<file path="config.mk">
export PLATFORM = sky130hd
export DESIGN_NAME = fetch_pc_unit
export DESIGN_NICKNAME = d
export VERILOG_FILES = /design/src/rtl/fetch_pc_unit_pkg.sv /design/src/rtl/fetch_pc_unit_pc_branch_adder.sv /design/src/rtl/fetch_pc_unit.sv
export SDC_FILE = /design/constraint.sdc
export NUM_CORES = 1
export LEC_CHECK = 0
export CAP_MARGIN = 20
export CORE_MARGIN = 3
export CORE_UTILIZATION = 45
export DETAILED_ROUTE_END_ITERATION = 10
export PLACE_DENSITY = 0.73
export SYNTH_ARGS = -nofsm -noshare
export SYNTH_HDL_FRONTEND = slang
export SYNTH_SLANG_ARGS = --single-unit
</file>
<file path="constraint.sdc">
create_clock -name CLK -period 7 [get_ports CLK]
set_input_delay 1.4 -clock CLK [delete_from_list [all_inputs] [get_ports CLK]]
set_output_delay 1.4 -clock CLK [all_outputs]
set_load 0.05 [all_outputs]
</file>
<file path="src/rtl/fetch_pc_unit_pkg.sv">
// fetch_pc_unit_pkg: shared word width, NOP encoding and fetch FSM states
package fetch_pc_unit_pkg;
  localparam int DEF_WORD_LEN = 32;
  localparam logic [31:0] DEF_NOP = 32'h0000_0000;
  typedef enum logic [1:0] {
    FETCH_REQ   = 2'd0,
    FETCH_WAIT  = 2'd1,
    FETCH_HOLD  = 2'd2,
    FETCH_DRAIN = 2'd3
  } fetch_state_e;
endpackage

</file>
<file path="src/rtl/fetch_pc_unit_pc_branch_adder.sv">
// pc_branch_adder: branch target = base + word offset, wrapping mod 2^WORD_LEN
module pc_branch_adder import fetch_pc_unit_pkg::*; #(
  parameter int WORD_LEN = DEF_WORD_LEN
) (
  input  logic [WORD_LEN-1:0] base,
  input  logic [WORD_LEN-1:0] offset,
  output logic [WORD_LEN-1:0] target
);
  assign target = base + (offset << 2);
endmodule

</file>
<file path="src/rtl/fetch_pc_unit.sv">
// fetch_pc_unit: PC register, single-outstanding imem fetch FSM with skid buffer, IF/ID register
module fetch_pc_unit import fetch_pc_unit_pkg::*; #(
  parameter int WORD_LEN = DEF_WORD_LEN,
  parameter logic [WORD_LEN-1:0] RESET_PC = '0,
  parameter logic [WORD_LEN-1:0] NOP_INSTR = WORD_LEN'(DEF_NOP)
) (
  input  logic                CLK,
  input  logic                RST,
  input  logic                STALL,
  input  logic                BRANCH_CONDITION,
  input  logic [WORD_LEN-1:0] BRANCH_BASE_PC,
  input  logic [WORD_LEN-1:0] BRANCH_OFFSET,
  output logic                IMEM_REQ,
  output logic [WORD_LEN-1:0] IMEM_ADDR,
  input  logic [WORD_LEN-1:0] IMEM_RDATA,
  input  logic                IMEM_VALID,
  output logic [WORD_LEN-1:0] IF_ID_PC_PLUS4,
  output logic [WORD_LEN-1:0] IF_ID_INSTR,
  output logic                IF_ID_VALID,
  output logic                FLUSH
);
  fetch_state_e st, nxt;
  logic [WORD_LEN-1:0] pc, pc_plus4, target, skid;
  logic load, cap;
  pc_branch_adder #(.WORD_LEN(WORD_LEN)) u_adder (
    .base(BRANCH_BASE_PC),
    .offset(BRANCH_OFFSET),
    .target(target)
  );
  assign pc_plus4 = pc + WORD_LEN'(4);
  assign IMEM_ADDR = pc;
  // a redirect cycle never issues the stale-PC fetch
  assign IMEM_REQ = !RST && st == FETCH_REQ && !STALL && !BRANCH_CONDITION;
  assign FLUSH = !RST && BRANCH_CONDITION;
  always_comb begin
    nxt = st;
    load = 1'b0;
    cap = 1'b0;
    if (BRANCH_CONDITION)
      nxt = (st == FETCH_WAIT || st == FETCH_DRAIN) && !IMEM_VALID ? FETCH_DRAIN : FETCH_REQ;
    else
      case (st)
        FETCH_REQ:   nxt = STALL ? FETCH_REQ : FETCH_WAIT;
        FETCH_WAIT: begin
          nxt = IMEM_VALID ? (STALL ? FETCH_HOLD : FETCH_REQ) : FETCH_WAIT;
          load = IMEM_VALID && !STALL;
          cap = IMEM_VALID && STALL;
        end
        FETCH_HOLD: begin
          nxt = STALL ? FETCH_HOLD : FETCH_REQ;
          load = !STALL;
        end
        FETCH_DRAIN: nxt = IMEM_VALID ? FETCH_REQ : FETCH_DRAIN;
      endcase
  end
  always_ff @(posedge CLK or posedge RST) begin
    if (RST) begin
      st <= FETCH_REQ;
      pc <= RESET_PC;
      skid <= '0;
      IF_ID_PC_PLUS4 <= '0;
      IF_ID_INSTR <= NOP_INSTR;
      IF_ID_VALID <= 1'b0;
    end else begin
      st <= nxt;
      if (BRANCH_CONDITION) pc <= target;
      else if (load) pc <= pc_plus4;
      if (cap) skid <= IMEM_RDATA;
      if (load) begin
        IF_ID_PC_PLUS4 <= pc_plus4;
        IF_ID_INSTR <= st == FETCH_HOLD ? skid : IMEM_RDATA;
        IF_ID_VALID <= 1'b1;
      end else if (BRANCH_CONDITION || !STALL) begin
        IF_ID_INSTR <= NOP_INSTR;
        IF_ID_VALID <= 1'b0;
      end
    end
  end
endmodule

</file>
-- Yosys cells after proc, flatten, opt, wreduce, memory -nomap -nowiden
Index checks and enable logic that the tools add are counted.
- register bits: 131
- word-level logic and storage cells: 45
- add/sub/neg operators: 2
- equal/unequal tests: 3
- reductions and logical operators: 16
- muxes and demuxes: 18
- operators by type and width (operator ; count):
    32-bit 2-to-1 mux ; 5
    32-bit by 3-bit adder with 32-bit output (second input constant) ; 1
    32-bit adder ; 1
    2-bit 2-to-1 mux ; 5
    2-bit case mux with 4 select lines ; 1
    1-bit logical AND ; 7
    1-bit 2-to-1 mux ; 6
    2-bit == test (second input constant) ; 2
    1-bit zero test ; 4
    2-bit nonzero test ; 2
    2-bit by 1-bit == test with 1-bit output (second input constant) ; 1
    2-bit zero test ; 1
    1-bit logical OR ; 2
    1-bit case mux with 2 select lines ; 1

-- Logic depth before layout (Yosys ltp)
Gate-level depths: netlist (run 1).
- depth in word-level cells: 6
- depth in mapped cells: 11
- depth with buffers taken out: 9

-- Cells and area by module
Synthesis (run 1) repeated with hierarchy kept, for this count alone.
- cell total of the unflattened synthesis: 853
- area, all modules: 8044.0 sq um
- by module, submodules not included (module ; times used ; cells an instance ; area each (sq um) ; sequential area each (sq um)):
    fetch_pc_unit ; 1 ; 630 ; 6371.1 ; 3278.1
    pc_branch_adder ; 1 ; 223 ; 1672.9 ; 0.0

-- Least setup slack after synthesis (run 1)
No wires, ideal clock.
- path kind: input to output
- from: in BRANCH_CONDITION
- to: out IMEM_REQ
- buffers on the path: 2
- data arrival time: 3.425 ns
- stages on the path: 3
- slack: 2.175 ns
- required time: 5.600 ns
- path through: clkbuf_1 buf_2 nor4b_1
- word-level cells in the longest chain between the ends: 2
- ends and longest elaborated chain (item ; RTL line ; RTL):
    from (decl) ; fetch_pc_unit.sv:10 ; input logic BRANCH_CONDITION,
    1-bit zero test ; fetch_pc_unit.sv:33 ; assign IMEM_REQ = !RST && st == FETCH_REQ && !STALL && !BRANCH_CONDITION;
    1-bit logical AND ; fetch_pc_unit.sv:33 ;
    to (decl) ; fetch_pc_unit.sv:13 ; output logic IMEM_REQ,
No other way between the ends.

-- Final worst setup path (run 1)
- from: in STALL
- to: out IMEM_REQ
- word-level cells in the longest chain between the ends: 3
- ends and longest elaborated chain (item ; RTL line ; RTL):
    from (decl) ; fetch_pc_unit.sv:9 ; input logic STALL,
    1-bit zero test ; fetch_pc_unit.sv:33 ;
    1-bit logical AND (2 in a row) ; fetch_pc_unit.sv:33 ;
No other way between the ends.

==> flow_summary.yaml, run 1 <==
run:
  maxCapViolCount: 0
critical_path:
  crit_slowest_cell: "clkdlybuf4s50_1"
  critical-path-max-stage-delay_ns: 0.90
  path_max_fanout: 5
  reg2reg_depth: 10
  critPathLaunchType: "primary input"
  crit_path_cell_trace: "clkdlybuf4s50_1, nor4b_1, clkdlybuf4s50_1"
  worstSetupPathType: "in2out"
  critPathTopFamily: "buffers and inverters"
  path_depth: 3
  crit_top_cell: "clkdlybuf4s50_1"
  arrival_ns: 3.12
  critPathRequiredTime_ns: 5.60
  crit_path_end_kind: "output port"
  cp_num_buf_inv: 2
timing:
  finalCritPeriodShare_pct: 64.6
  slew_viol_final: 0
  fin_setup_tns_ns: 0
  grt_setup_unrepaired: "no"
  finalHoldViolCount: 0
  clock.fmax_ghz: 0.221
  whs_ns: 0.476
  setup_viol: 0
  fin_worst_skew_ns: 0.00738
  worst_pin_slew_ns: 1.08
  max_slew_margin_pct: 27.7
  fin_crit_ns: 4.52
synth:
  yosysWarnings: 0
  avgSynthCellArea_um2: 9.45
  syn_area_mm2: 0.00801
  synthDistinctLibCells: 70
  ys_async_sr_fraction_pct: 100
  synth_edf_count: 0
  yosysSeqAreaShare_pct: 40.9
  synth_flop_cell: "dfrtp_1"
  synthesis.instances: 847
  synth_fp_nets: 984
  ys_ff_latch: 131
pwr:
  peakVddDrop_mv: 0.147
  finalPower_mw: 3.25
  power_density_mw_per_mm2: 304
  p_leak_nw: 4.35
floorplan:
  start_util_pct: 46.1
  rows: 48
  core_area_mm2: 0.0174
  fp.dieW_um: 139
  fp.dieH_um: 139
  io_pins: 200
  dieArea_mm2: 0.0194
route:
  firstDrtPassIters: 5
  wire_per_inst_um: 16.0
  viasPerCell: 5.28
  drt_first_iter_violations: 298
  drc: 0
  drt-total-wl_mm: 20.1
  ant_nets: 0
  num_vias: 6639
cells_and_area:
  diodes: 0
  final_cell_mix: "clkdlybuf4s50_1, dfrtp_1, nand2_1"
  final_nets: 1156
  layout_commonest_cell: "clkdlybuf4s50_1"
  synthToLayoutAreaGrowth_pct: 33.6
  fin_util_pct: 61.6
  drive_gt1_share_pct: 10.3
  fin_area_mm2: 0.0107
clock_tree:
  post_cts_buffers: 0
  cts_sinks: 131
  hold_buffers: 0
  cts_buffer_depth: 2
  numCtsBuffers: 17
  cts_tree: "done"
  clk_pin_slew_ns: 0.06
  post_cts_resized: 0
  cts_root_buffer: "clkbuf_16"
  htree_levels: 4
  clkLatencyLatePin_ns: 0.41
placed_design:
  post-dp-hpwl_mm: 14.8
  port_buffers: 197
  gp_congestion: 0.900
  place_area_mm2: 0.0101
global_routing:
  antenna_found_initial: 0
  overflow: 0
  grt_pass1_vias: 6419
  grt_pass1_wl_mm: 32.7
  track_usage_pct: 20.5
  grt_max_degree: 84
run_status:
  status: "finished clean"
worst_hold_path:
  hold_path_class: "reg2reg"
  worst_hold_path.num_cells: 2
-- synthesized netlist by cell type (all sizes together), types with 2 or more instances --
library cell,count,area [µm²]
clkbuf,33,125
and4,4,35.0
o21a,3,22.5
nor3b,2,20.0
o21ai,83,415
nor4b,2,17.5
o22ai,4,25.0
a21o,12,90.1
xor2,31,272
dfrtp,131,3280
nor2,50,190
a21oi,52,260
a31oi,5,31.3
nor4,4,55.1
nor4bb,2,20.0
and3,8,51.3
nor2b,5,31.3
nor3,11,60.1
a211oi,5,47.5
nand2,127,482
o21bai,7,52.6
o211ai,6,45.0
nand4,14,109
o31ai,2,15.0
nand3,28,153
o32ai,3,33.8
xnor2,45,402
or3b,4,37.5
buf,17,109
inv,15,56.3
or3,3,23.8
a311oi,3,26.3
ha,35,438
a2111oi,4,67.6
mux2,38,428
mux2i,36,360
-- per-stage QoR --
| stage | setup slack (ns) | cells |
|---|---|---|
| floorplan | 2.10 | 847 |
| global placement | 2.48 | 1225 |
| detailed placement | 2.48 | 1225 |
| CTS | 2.47 | 1257 |
| global route | 2.42 | 1257 |
| finish | 2.48 | 1257 |
-- report_power, final --
part	switching, mW	internal (mW)
Sequential	0.148	0.948
Combinational	0.778	0.474
Clock	0.340	0.562
-- state kept, by name, indices dropped and copies added, names as in the netlist --
signal          count
skid               32
IMEM_ADDR          32
IF_ID_PC_PLUS4     32
IF_ID_VALID         1
IF_ID_INSTR        32
st                  2
-- logic make-up (layout without fill, tap and decap cells) --
kind of cell / after synthesis / after routing / share of synthesized area, %
buffers and inverters: 65 / 250 / 3.63
multiplexers: 74 / 74 / 9.85
flip-flops: 131 / 131 / 40.9
XOR/XNOR: 76 / 76 / 8.41
AO/OA/AOI/OAI: 197 / 197 / 15.0
adder cells (fa/ha/maj): 36 / 36 / 5.72
AND/OR/NAND/NOR: 268 / 268 / 16.4
-- layer usage --
| layer | global-route usage, % | vias to the layer above | share of wire (%) |
|---|---|---|---|
| met5 | 0 | - | 0 |
| met4 | 5.87 | 0 | 1.6 |
| met3 | 4.40 | 23 | 5.6 |
| met2 | 33.6 | 188 | 47 |
| met1 | 27.5 | 3088 | 46 |
| li1 | - | 3340 | - |
-- final timing paths --
path / startpoint / to / slack (ns)
min in group asynchronous: RST / skid[15] / 1.57
max: STALL / IMEM_REQ / 2.48
min reg2reg: IF_ID_PC_PLUS4[20] / IF_ID_PC_PLUS4[20] / 0.48
max in group asynchronous: RST / IMEM_ADDR[23] / 4.36
max reg2reg: st[0] / IMEM_ADDR[31] / 3.65
min: IF_ID_PC_PLUS4[20] / IF_ID_PC_PLUS4[20] / 0.48
-- area by class of cell --
type	instances	area, µm²
Clock buffer	17	425
Clock inverter	15	184
Fill cell	1531	6660
Inverter	15	61.3
Multi-Input combinational cell	651	4450
Sequential cell	131	3280
Tap cell	225	282
Timing Repair Buffer	203	2010
-- worst reg2reg max path, stage by stage (launching register included) --
cell and delay [ns]:
dfrtp_1 0.40, inv_1 0.11, ha_2 0.91, a21oi_1 0.20
nor3b_2 0.30, buf_4 0.28, and3_1 0.37, nand4_4 0.14
xnor2_2 0.18, o221ai_1 0.14, a311oi_1 0.23
Note: power is estimated with default switching activity, not from simulation.
==> inputs of run 2 (changes only) <==
PLACE_DENSITY = 0.76   (was 0.73)
clock period = 4.15 ns   (was 7 ns; I/O delays follow)
==> run 2 against run 1 <==
Compared with the run above: register-to-register slack lost 2.3 ns; design area grew 1.0%; die area is the same; via count grew 2.9%; combinational power grew 70%; cell count grew 0.48%; critical path type unchanged; highest routed layer unchanged.
==> flow_summary.yaml, run 2 (synthesis results as in run 1) <==
critical_path:
  endpoint: "IMEM_REQ"
  crit_path_cell_trace: "clkdlybuf4s50_1, nor4b_1, clkdlybuf4s50_1"
  reg2reg_depth: 7
  worstSetupPathType: "in2out"
  critPathLaunchType: "primary input"
  rrSetupSlack_ns: 1.36
  crit_slowest_cell: "clkdlybuf4s50_1"
  r2r_end: "IMEM_ADDR[24]"
  path_max_fanout: 5
  crit_path_end_kind: "output port"
  critical-path-max-stage-delay_ns: 0.90
  crit_top_cell: "clkdlybuf4s50_1"
  arrival_ns: 2.61
  critPathRequiredTime_ns: 3.32
  rr_startpoint: "IMEM_ADDR[12]"
  crit_start: "STALL"
worst_hold_path:
  hold_path_class: "reg2reg"
cells_and_area:
  final_nets: 1162
  layout_commonest_cell: "clkdlybuf4s50_1"
  diodes: 0
  stdcell_count: 1263
  fin_util_pct: 62.2
  drive_gt1_share_pct: 10.7
  fill_cells: 1502
  synthToLayoutAreaGrowth_pct: 34.9
  final_cell_mix: "clkdlybuf4s50_1, dfrtp_1, nand2_1"
  fin_area_mm2: 0.0108
route:
  viasPerCell: 5.41
  drt-total-wl_mm: 20.5
  drt_first_iter_violations: 408
  firstDrtPassIters: 5
  ant_nets: 0
  drc: 0
  num_vias: 6829
  wire_per_inst_um: 16.2
timing:
  finalHoldViolCount: 0
  grt_setup_unrepaired: "no"
  finalCritPeriodShare_pct: 82.9
  worst_pin_slew_ns: 0.971
  slew_viol_final: 0
  whs_ns: 0.472
  max_slew_margin_pct: 35.2
  fin_setup_tns_ns: 0
  setup_viol: 0
  fin_crit_ns: 3.44
  fin_worst_skew_ns: 0.0110
  fin_ws_ns: 0.710
  clock.fmax_ghz: 0.291
global_routing:
  met3_usage_pct: 4.95
  grt_max_degree: 77
  grt-busiest-layer: "met2"
  met2_usage_pct: 33.5
  track_usage_pct: 21.3
  overflow: 0
  grt_pass1_wl_mm: 34.0
  antenna_found_initial: 0
  use_met1_pct: 28.6
  grt_pass1_vias: 6746
pwr:
  swShare_pct: 37.7
  pwr-share-comb_pct: 37.5
  intPower_mw: 3.52
  p_seq_share_pct: 32.9
  p_switching_mw: 2.13
  peakVddDrop_mv: 0.231
  p_leak_nw: 4.41
  clockPowerShare_pct: 29.5
  power_density_mw_per_mm2: 523
  finalPower_mw: 5.65
placed_design:
  post-dp-hpwl_mm: 15.2
  gp_congestion: 0.881
  dp.cells: 1231
  port_buffers: 197
  place_ws_ns: 0.457
  place_area_mm2: 0.0101
clock_tree:
  cts_root_buffer: "clkbuf_16"
  clk_pin_slew_ns: 0.05
  post_cts_buffers: 0
  cts_tree: "done"
  numCtsBuffers: 17
  htree_levels: 4
  clkLatencyLatePin_ns: 0.41
  cts_buffer_depth: 2
  hold_buffers: 0
  post_cts_resized: 0
  cts_sinks: 131
floorplan:
  core_area_mm2: 0.0174
  fp.dieW_um: 139
  io_pins: 200
  dieArea_mm2: 0.0194
  rows: 48
  fp.dieH_um: 139
  start_util_pct: 46.1
run_status:
  status: "finished clean"
run:
  maxCapViolCount: 0
-- run 2: cell types whose count changed in the layout (fill, tap and decap cells not counted), sizes merged --
cell    previous run  this run
buf                7        13
clkinv             8         4
clkbuf            17        20
bufinv             3         5
inv               16        15
-- run 2: power by group through the flow --
stage / combinational (mW) / sequential, mW / clock (mW)
after detailed placement: 2.12 / 1.88 / 0
after global placement: 2.10 / 1.85 / 0
final: 2.12 / 1.86 / 1.67
after CTS: 2.14 / 1.86 / 1.70
after global routing: 2.26 / 1.91 / 1.75
after floorplan: 0.730 / 2.52 / 0
-- run 2: metal layers --
layer  share of wire, %  routed length, µm  up-vias
met3                6.5               1340       41
met4                2.6                535        0
met1                 44               9080     3203
li1                   -                  -     3358
met5                  0                  0        -
met2                 47               9540      227
-- run 2: worst min-delay path by stage --
| stage | endpoint | start | depth (start not counted) | slack, ns |
|---|---|---|---|---|
| 5_1_grt | IF_ID_INSTR[12] | IF_ID_INSTR[12] | 2 | 0.50 |
| 6_report | IF_ID_PC_PLUS4[0] | IF_ID_PC_PLUS4[0] | 2 | 0.47 |
| 3_5_place_dp | IF_ID_PC_PLUS4[10] | IF_ID_PC_PLUS4[10] | 2 | 0.46 |
| 4_1_cts | IF_ID_PC_PLUS4[10] | IF_ID_PC_PLUS4[10] | 2 | 0.48 |
| 3_3_place_gp | IF_ID_PC_PLUS4[10] | IF_ID_PC_PLUS4[10] | 2 | 0.45 |
| 2_1_floorplan | IF_ID_PC_PLUS4[0] | IMEM_ADDR[0] | 2 | 0.46 |
-- run 2: area by class of cell --
| class | count | area, µm² | share of cell area (%) |
|---|---|---|---|
| sequential | 131 | 3280 | 30.3 |
| timing repair buffer | 209 | 2070 | 19.2 |
| multi-input combinational | 651 | 4450 | 41.2 |
| clock buffer | 20 | 467 | 4.32 |
| inverter | 15 | 60.1 | 0.556 |
| tap | 225 | 282 | 2.61 |
| clock inverter | 12 | 201 | 1.86 |
-- run 2: critical path, delay by kind of cell --
family | cells | cell delay (ns)
AND/OR/NAND/NOR | 1 | 0.37
buffers and inverters | 2 | 1.41
==> inputs of run 3 (changes only) <==
PLACE_DENSITY = 0.73   (was 0.76)
clock period = 3.3 ns   (was 4.15 ns; I/O delays follow)
==> run 3 against run 2 <==
Compared with the run above: sequential cell count is the same; power grew 25%; cell count grew 2.0%; via count shrank 0.21%; sequential share of layout area shrank 0.47 points; count of clock-buffer cells in the layout shrank 1; setup slack lost 0.40 ns; combinational power grew 27%; clock power grew 23%; register-to-register slack lost 0.62 ns; core utilization grew 0.97 points; global-route usage grew 0.098 points.
==> flow_summary.yaml, run 3 (synthesis results as in run 1) <==
route:
  firstDrtPassIters: 5
  drt-total-wl_mm: 20.5
  ant_nets: 0
  wire_per_inst_um: 15.9
  num_vias: 6815
  drt_first_iter_violations: 324
  drc: 0
  viasPerCell: 5.29
critical_path:
  arrival_ns: 3.27
  critPathRequiredTime_ns: 3.58
  path_max_fanout: 3
  critPathLaunchType: "primary input"
  crit_path_end_kind: "flip-flop"
  worstSetupPathType: "in2reg"
clock_tree:
  clkLatencyLatePin_ns: 0.41
  cts_buffer_depth: 2
  numCtsBuffers: 17
  htree_levels: 4
  cts_root_buffer: "clkbuf_16"
  post_cts_buffers: 0
  cts_sinks: 131
  hold_buffers: 0
  cts_tree: "done"
  clk_pin_slew_ns: 0.06
  post_cts_resized: 0
global_routing:
  overflow: 0
  antenna_found_initial: 0
  grt_pass1_vias: 6777
  grt_pass1_wl_mm: 34.3
  track_usage_pct: 21.4
  grt_max_degree: 77
placed_design:
  gp_congestion: 0.905
  port_buffers: 197
  post-dp-hpwl_mm: 15.5
cells_and_area:
  drive_gt1_share_pct: 13.1
  diodes: 0
  synthToLayoutAreaGrowth_pct: 37.0
  final_nets: 1187
  layout_commonest_cell: "clkdlybuf4s50_1"
  fill_cells: 1493
  final_cell_mix: "clkdlybuf4s50_1, dfrtp_1, nand2_1"
pwr:
  clockPowerShare_pct: 28.9
  intPower_mw: 4.37
  p_leak_nw: 4.52
  pwr-share-comb_pct: 38.1
  swShare_pct: 38.3
  p_seq_share_pct: 32.9
  p_switching_mw: 2.72
  power_density_mw_per_mm2: 646
  finalPower_mw: 7.09
  peakVddDrop_mv: 0.322
timing:
  fin_setup_tns_ns: 0
  worst_pin_slew_ns: 0.670
  setup_viol: 0
  finalCritPeriodShare_pct: 90.7
  grt_setup_unrepaired: "no"
  fin_crit_ns: 2.99
  clock.fmax_ghz: 0.334
  fin_worst_skew_ns: 0.0123
  max_slew_margin_pct: 55.0
  finalHoldViolCount: 0
  slew_viol_final: 0
floorplan:
  core_area_mm2: 0.0174
  io_pins: 200
  dieArea_mm2: 0.0194
  start_util_pct: 46.1
  rows: 48
  fp.dieW_um: 139
  fp.dieH_um: 139
run_status:
  status: "finished clean"
worst_hold_path:
  hold_path_class: "reg2reg"
run:
  maxCapViolCount: 0
-- run 3: final timing paths --
check,end,slack [ns],cells after the start,from
hold reg to reg,IF_ID_INSTR[22],0.47,2,IF_ID_INSTR[22]
max in group asynchronous,IF_ID_PC_PLUS4[21],1.79,3,RST
setup / recovery,IMEM_ADDR[30],0.31,10,BRANCH_BASE_PC[2]
setup reg to reg,IMEM_ADDR[28],0.74,8,IMEM_ADDR[2]
min in group asynchronous,IF_ID_INSTR[10],0.71,2,RST
hold / removal,IF_ID_INSTR[22],0.47,2,IF_ID_INSTR[22]
-- run 3: worst max-delay path: stages --
cell and delay, ns:
clkdlybuf4s50_1 0.41, ha_1 0.23, fa_1 0.41, a21oi_1 0.20, o21ai_0 0.21, a2111o_1 0.45, o21bai_1 0.16, a21oi_1 0.15
nor4bb_1 0.35, a211oi_2 0.06
-- run 3: per-stage QoR --
| step | instances | area, µm² | utilization, % | hold slack [ns] | setup slack, ns |
|---|---|---|---|---|---|
| floorplan | 847 | 8020 | - | 0.458 | 0.541 |
| global placement | 1256 | 10300 | 59.5 | 0.451 | -0.0916 |
| detailed placement | 1256 | 10300 | 59.5 | 0.464 | -0.145 |
| CTS | 1288 | 11000 | 63.2 | 0.478 | 0.283 |
| global route | 1288 | 11000 | 63.2 | 0.494 | 0.0729 |
| finish | 1288 | 11000 | 63.2 | 0.474 | 0.308 |
-- run 3: area by class of cell --
| cell class | instances | area, µm² | area share (%) |
|---|---|---|---|
| clock buffer | 19 | 453 | 4.13 |
| multi-input combinational | 651 | 4450 | 40.6 |
| clock inverter | 13 | 195 | 1.78 |
| timing repair buffer | 234 | 2250 | 20.5 |
| inverter | 15 | 60.1 | 0.547 |
| sequential | 131 | 3280 | 29.9 |
| tap | 225 | 282 | 2.57 |
-- run 3: power by group through the flow --
stage,registers [mW],logic (mW),clock network [mW]
after floorplan,3.17,0.919,0
after global placement,2.33,2.67,0
after detailed placement,2.36,2.71,0
after CTS,2.33,2.72,2.09
after global routing,2.39,2.88,2.15
final,2.33,2.70,2.05
-- run 3: metal layers --
metal	share of wire (%)	track usage [%]	wire (µm)	vias up
met5	0	0	0	-
met4	1.4	5.72	289	0
met3	6.3	5.57	1290	19
met2	48	35.3	9820	198
met1	45	28.0	9140	3197
li1	-	-	-	3401
